`src/rtl/ppu_pack_writer_if.sv`:
```
// GLB write port between the pack writer (master) and the global buffer (slave).
// Valid/ready handshake; one 32-bit word per completed transfer.
interface ppu_pack_writer_if #(
    parameter int unsigned ADDR_W = 16
) ();
    logic              glb_we;
    logic [ADDR_W-1:0] glb_addr;
    logic [31:0]       glb_wdata;
    logic [3:0]        glb_wstrb;
    logic              glb_ready;

    modport master (
        output glb_we,
        output glb_addr,
        output glb_wdata,
        output glb_wstrb,
        input  glb_ready
    );

    modport slave (
        input  glb_we,
        input  glb_addr,
        input  glb_wdata,
        input  glb_wstrb,
        output glb_ready
    );
endinterface

```
`src/rtl/ppu_pack_writer.sv`:
```
// Packs PPU bytes little-endian into 32-bit words, buffers them in a small FIFO and
// writes them to the GLB at consecutive word addresses; flushes partial words at end of tile.
module ppu_pack_writer #(
    parameter int unsigned ADDR_W     = 16,
    parameter int unsigned FIFO_DEPTH = 4
) (
    input  logic                 clk,
    input  logic                 rst,
    input  logic                 i_start,
    input  logic [ADDR_W-1:0]    base_addr,
    input  logic                 i_valid,
    input  logic [7:0]           i_data,
    input  logic                 i_flush,
    output logic                 o_ready,
    ppu_pack_writer_if.master    glb_io,
    output logic [ADDR_W-1:0]    o_word_cnt,
    output logic                 o_overflow,
    output logic                 o_done
);
    localparam int unsigned PtrW = (FIFO_DEPTH > 1) ? $clog2(FIFO_DEPTH) : 1;
    localparam int unsigned CntW = PtrW + 1;

    typedef enum logic [1:0] {StIdle, StRun, StDrain, StDone} state_e;

    state_e            state_q;
    logic [31:0]       fifo_data_q [FIFO_DEPTH];
    logic [3:0]        fifo_strb_q [FIFO_DEPTH];
    logic [PtrW-1:0]   wr_ptr_q, rd_ptr_q;
    logic [CntW-1:0]   count_q;
    logic [31:0]       word_q, word_d, word_acc;
    logic [1:0]        byte_cnt_q, byte_cnt_d, cnt_acc;
    logic              pend_q, pend_d;
    logic [ADDR_W-1:0] addr_q, word_cnt_q;
    logic              ovf_q;

    logic              ready, not_full, accept, pop, push;
    logic [31:0]       push_data;
    logic [3:0]        push_strb;

    function automatic logic [3:0] lane_mask(input logic [1:0] k);
        return 4'((5'd1 << k) - 5'd1);
    endfunction

    assign not_full = count_q < CntW'(FIFO_DEPTH);
    assign ready    = (state_q == StRun) && not_full;
    assign accept   = i_valid && ready;
    assign pop      = (count_q != '0) && glb_io.glb_ready;

    always_comb begin
        word_acc   = word_q;
        cnt_acc    = byte_cnt_q;
        if (accept) begin
            word_acc[{byte_cnt_q, 3'b000} +: 8] = i_data;
            cnt_acc = byte_cnt_q + 2'd1;
        end
        word_d     = word_acc;
        byte_cnt_d = cnt_acc;
        pend_d     = pend_q;
        push       = 1'b0;
        push_data  = word_acc;
        push_strb  = 4'hF;
        if (accept && byte_cnt_q == 2'd3) begin
            push   = 1'b1;
            word_d = '0;
        end else if (state_q == StRun && i_flush && cnt_acc != 2'd0) begin
            // A partial word that cannot fit now is parked and pushed from DRAIN.
            if (not_full) begin
                push       = 1'b1;
                push_strb  = lane_mask(cnt_acc);
                word_d     = '0;
                byte_cnt_d = 2'd0;
            end else begin
                pend_d = 1'b1;
            end
        end
        if (state_q == StDrain && pend_q && not_full) begin
            push       = 1'b1;
            push_data  = word_q;
            push_strb  = lane_mask(byte_cnt_q);
            word_d     = '0;
            byte_cnt_d = 2'd0;
            pend_d     = 1'b0;
        end
    end

    always_ff @(posedge clk) begin
        if (rst) begin
            state_q    <= StIdle;
            wr_ptr_q   <= '0;
            rd_ptr_q   <= '0;
            count_q    <= '0;
            word_q     <= '0;
            byte_cnt_q <= 2'd0;
            pend_q     <= 1'b0;
            addr_q     <= '0;
            word_cnt_q <= '0;
            ovf_q      <= 1'b0;
        end else begin
            word_q     <= word_d;
            byte_cnt_q <= byte_cnt_d;
            pend_q     <= pend_d;
            if (push) begin
                fifo_data_q[wr_ptr_q] <= push_data;
                fifo_strb_q[wr_ptr_q] <= push_strb;
                wr_ptr_q              <= wr_ptr_q + 1'b1;
            end
            if (pop) begin
                rd_ptr_q   <= rd_ptr_q + 1'b1;
                addr_q     <= addr_q + 1'b1;
                word_cnt_q <= word_cnt_q + 1'b1;
            end
            unique case ({push, pop})
                2'b10:   count_q <= count_q + 1'b1;
                2'b01:   count_q <= count_q - 1'b1;
                default: count_q <= count_q;
            endcase
            unique case (state_q)
                StIdle: if (i_start) begin
                    state_q    <= StRun;
                    addr_q     <= base_addr;
                    word_cnt_q <= '0;
                    word_q     <= '0;
                    byte_cnt_q <= 2'd0;
                    pend_q     <= 1'b0;
                    ovf_q      <= 1'b0;
                end
                StRun:   if (i_flush) state_q <= StDrain;
                StDrain: if (count_q == '0 && !pend_q) state_q <= StDone;
                StDone:  state_q <= StIdle;
                default: state_q <= StIdle;
            endcase
            // A byte dropped in the same cycle as a start still counts as an overflow.
            if (i_valid && !ready) ovf_q <= 1'b1;
        end
    end

    assign o_ready          = ready;
    assign o_word_cnt       = word_cnt_q;
    assign o_overflow       = ovf_q;
    assign o_done           = (state_q == StDone);
    assign glb_io.glb_we    = (count_q != '0);
    assign glb_io.glb_addr  = addr_q;
    assign glb_io.glb_wdata = glb_io.glb_we ? fifo_data_q[rd_ptr_q] : 32'h0;
    assign glb_io.glb_wstrb = glb_io.glb_we ? fifo_strb_q[rd_ptr_q] : 4'h0;
endmodule
```
`src/flat_wrapper.sv`:
```
// flat-port wrapper written by rule: the top's interface ports become plain ports
module ppu_pack_writer_flat 
#(
    parameter int unsigned ADDR_W     = 16,
    parameter int unsigned FIFO_DEPTH = 4
)
  (clk, rst, i_start, base_addr, i_valid, i_data, i_flush, o_ready, o_word_cnt, o_overflow, o_done, glb_io_glb_we, glb_io_glb_addr, glb_io_glb_wdata, glb_io_glb_wstrb, glb_io_glb_ready);
  ppu_pack_writer_if #(.ADDR_W(ADDR_W)) glb_io_i ();
  input  logic clk;
  input  logic rst;
  input  logic i_start;
  input  logic [ADDR_W-1:0] base_addr;
  input  logic i_valid;
  input  logic [7:0] i_data;
  input  logic i_flush;
  output logic o_ready;
  output logic [ADDR_W-1:0] o_word_cnt;
  output logic o_overflow;
  output logic o_done;
  output wire logic [$bits(glb_io_i.glb_we)-1:0] glb_io_glb_we;
  output wire logic [$bits(glb_io_i.glb_addr)-1:0] glb_io_glb_addr;
  output wire logic [$bits(glb_io_i.glb_wdata)-1:0] glb_io_glb_wdata;
  output wire logic [$bits(glb_io_i.glb_wstrb)-1:0] glb_io_glb_wstrb;
  input wire logic [$bits(glb_io_i.glb_ready)-1:0] glb_io_glb_ready;
  assign glb_io_glb_we = glb_io_i.glb_we;
  assign glb_io_glb_addr = glb_io_i.glb_addr;
  assign glb_io_glb_wdata = glb_io_i.glb_wdata;
  assign glb_io_glb_wstrb = glb_io_i.glb_wstrb;
  assign glb_io_i.glb_ready = glb_io_glb_ready;
  ppu_pack_writer #(.ADDR_W(ADDR_W), .FIFO_DEPTH(FIFO_DEPTH)) u_core (.clk(clk), .rst(rst), .i_start(i_start), .base_addr(base_addr), .i_valid(i_valid), .i_data(i_data), .i_flush(i_flush), .o_ready(o_ready), .glb_io(glb_io_i), .o_word_cnt(o_word_cnt), .o_overflow(o_overflow), .o_done(o_done));
endmodule
```
`config.mk`:
```
export PLATFORM = sky130hd
export DESIGN_NAME = ppu_pack_writer_flat
export DESIGN_NICKNAME = d
export VERILOG_FILES = /design/src/rtl/ppu_pack_writer_if.sv /design/src/rtl/ppu_pack_writer.sv /design/src/flat_wrapper.sv
export SDC_FILE = /design/constraint.sdc
export NUM_CORES = 1
export LEC_CHECK = 0
export ABC_AREA = 0
export BUFFER_PORTS_ARGS = -buffer_cell sky130_fd_sc_hd__clkbuf_2
export CAP_MARGIN = 5
export CORE_AREA = 2 2 154 111
export CTS_BUF_LIST = sky130_fd_sc_hd__clkbuf_8
export DETAILED_ROUTE_END_ITERATION = 10
export DIE_AREA = 0 0 156 113
export GPL_TIMING_DRIVEN = 1
export PLACE_DENSITY = 0.82
export SYNTH_ARGS = -nofsm -noshare
export SYNTH_HDL_FRONTEND = slang
export SYNTH_SLANG_ARGS = --single-unit
```
`constraint.sdc`:
```
create_clock -name clk -period 7 [get_ports clk]
set_clock_uncertainty 0.05 [all_clocks]
set_input_delay 1.4 -clock clk [delete_from_list [all_inputs] [get_ports clk]]
set_output_delay 1.4 -clock clk [all_outputs]
set_load 0.03 [all_outputs]
```
==> metrics.yaml <==
p_leak_nw: 3.82
syn_area_mm2: 0.00973
fin_crit_ps: 3960
clk_latency_ps: 500
ys_warn_count: 0
cts_buffer_depth: 3
yosysTopAreaCellShare_pct: 44.5
io_buffers: 101
cts_made_buffers: 34
slew_viol_final: 0
relSlewSlack_pct: 37.3
final_nets: 895
worstMarginPinSlew_ps: 940
busiest_layer: "met2"
ys.flop_type: "edfxtp_1"
synth.top_cells.by_area: "edfxtp_1 (44%), dfxtp_1 (16%), mux4_2 (8.3%)"
avgSynthCellArea_um2: 13.1
die_x_um: 156
clock-sinks: 223
postSynthNetCount: 792
drc_errors: 0
drt_wl_total_mm: 21.4
fill_cells: 1124
irDropWorstVdd_mv: 0.141
fmax_mhz: 252
ant_nets: 0
setup_violations: 0
drive_above_1_share_pct: 23.4
firstDrtPassIters: 5
cts_max_level: 2
end_kind: "flip-flop"
async_reset_ff_share_pct: 0
n_antenna_cell: 0
grt_pass1_wl_mm: 33.5
cap_violations: 0
setup-tns-final_ps: 0
start_util_pct: 60.6
antenna_found_initial: 0
rows: 39
path_clk_slew_ps: 60
grt_overflow: 0
final_cell_mix: "edfxtp_1 (144), clkbuf_2 (101), dfxtp_1 (78)"
critPathMaxFanout: 15
post-cts-setup-buffers: 0
grtUsageTotal_pct: 24.2
post_cts_resized: 0
fin_util_pct: 68.5
seq_area_frac_synth_pct: 60.7
synthToLayoutAreaGrowth_pct: 13.1
arrival_ps: 4330
power.density_mw_per_mm2: 274
finalCritPeriodShare_pct: 56.6
yosysUniqueCellTypes: 62
die-area_mm2: 0.0176
via_per_inst: 6.20
rsz0062_at_grt: "false"
vias: 6662
yosys.area.top_type: "edfxtp_1"
critPathRequiredTime_ps: 7360
dieHeight_um: 113
cts_hold_buf: 0
met2_usage_pct: 37.8
worstHoldPathType: "flip-flop to flip-flop"
place_congestion: 0.920
met3_usage_pct: 4.60
drtIter0Drc: 506
routedWlPerCell_um: 19.9
postSynthCellCount: 743
cts_tree: "built"
synth-edff-count: 144
dp_hpwl_mm: 14.0
status: "completed"
grt_pass1_vias: 6475
grt_max_degree: 37
hold_viol_final: 0
crit_type: "flip-flop to flip-flop"
start_kind: "flip-flop"
ios: 102
clock_tree.root_cell: "clkbuf_8"
coreArea_mm2: 0.0161
final_common_cell: "edfxtp_1"
ys_ff_latch: 223
grtUsageMet1_pct: 36.0
## registers in the layout, indices dropped and copies added, names as in the netlist, named ones only
signal and flops:
u_core.word_q 32, u_core.o_word_cnt 16, u_core.o_overflow 1, u_core.fifo_strb_q 16, u_core.state_q 2, u_core.byte_cnt_q 2, u_core.count_q 3, u_core.wr_ptr_q 2
u_core.fifo_data_q 128, u_core.pend_q 1, u_core.rd_ptr_q 2, u_core.glb_io.glb_addr 16
## final cells by class
type	count	area, µm²	area share [%]
clock buffers	36	495	4.51
clock inverters	24	98.8	0.899
inverters	22	82.6	0.751
multi-input cells	456	3590	32.7
flip-flops and latches	223	5910	53.7
well taps	205	256	2.33
repair buffers	109	566	5.14
## cells by family (layout without fill, tap and decap cells)
kind of cell / count (synthesis) / after routing / share of synthesized area [%]
AO/OA/AOI/OAI: 148 / 148 / 10.9
XOR/XNOR: 26 / 26 / 2.34
AND/OR/NAND/NOR: 224 / 224 / 12.3
multiplexers: 39 / 39 / 8.65
flip-flops: 223 / 223 / 60.7
adder cells (fa/ha/maj): 19 / 19 / 2.52
buffers and inverters: 64 / 191 / 2.60
## where the power goes
part / total [mW] / switching [mW] / leakage (nW) / internal (mW)
Clock: 0.950 / 0.474 / 0.361 / 0.476
Combinational: 0.565 / 0.388 / 1.53 / 0.177
Sequential: 1.50 / 0.0541 / 1.94 / 1.45
Total: 3.02 / 0.917 / 3.82 / 2.10
## cell usage after synthesis (5+ instances only)
library cell  number
a21oi_1           22
a22o_1            32
and4_1             5
buf_2             10
clkbuf_1          30
dfxtp_1           79
edfxtp_1         144
ha_1              18
inv_1             21
mux4_2            36
nand2_1           64
nand2b_1          11
nand3_1           11
nand4_1            6
nor2_1            32
nor2b_1           39
nor3_1            17
nor4_1             6
o21ai_0           29
o31ai_1           27
or3_1              5
xnor2_1           15
xor2_1            11
## stage by stage
step	hold WS, ps	total power, mW	instances	setup slack [ps]	area, µm²
detailed placement	411	2.09	1015	2790	10400
global route	441	3.14	1075	2790	11000
CTS	424	3.02	1075	3120	11000
global placement	408	2.05	1015	2930	10400
finish	426	3.02	1075	3040	11000
floorplan	392	1.93	743	1710	9730
## layer usage
metal	up-vias	part of all wire, %
li1	3031	-
met2	312	46
met1	3287	45
met3	32	8.2
met4	0	1.5
met5	-	0
## worst max-delay path: stages (launching register included)
cell and delay [ps]:
dfxtp_1 560, inv_1 190, ha_1 420, nand2b_1 460, mux2i_1 510, o21a_1 350
ha_1 240, inv_1 70, fa_1 440, xor2_1 160, or3_1 300, a21oi_1 150
## path summary, 6_finish.rpt
check / from / end / slack [ps] / cells after the start
worst max register to register: u_core.byte_cnt_q[0] / u_core.count_q[2] / 3040 / 11
worst min register to register: u_core.word_q[17] / u_core.word_q[17] / 430 / 1
worst min-delay path: u_core.word_q[17] / u_core.word_q[17] / 430 / 1
worst max-delay path: u_core.byte_cnt_q[0] / u_core.count_q[2] / 3040 / 11
(Power assumes the default switching activity.)
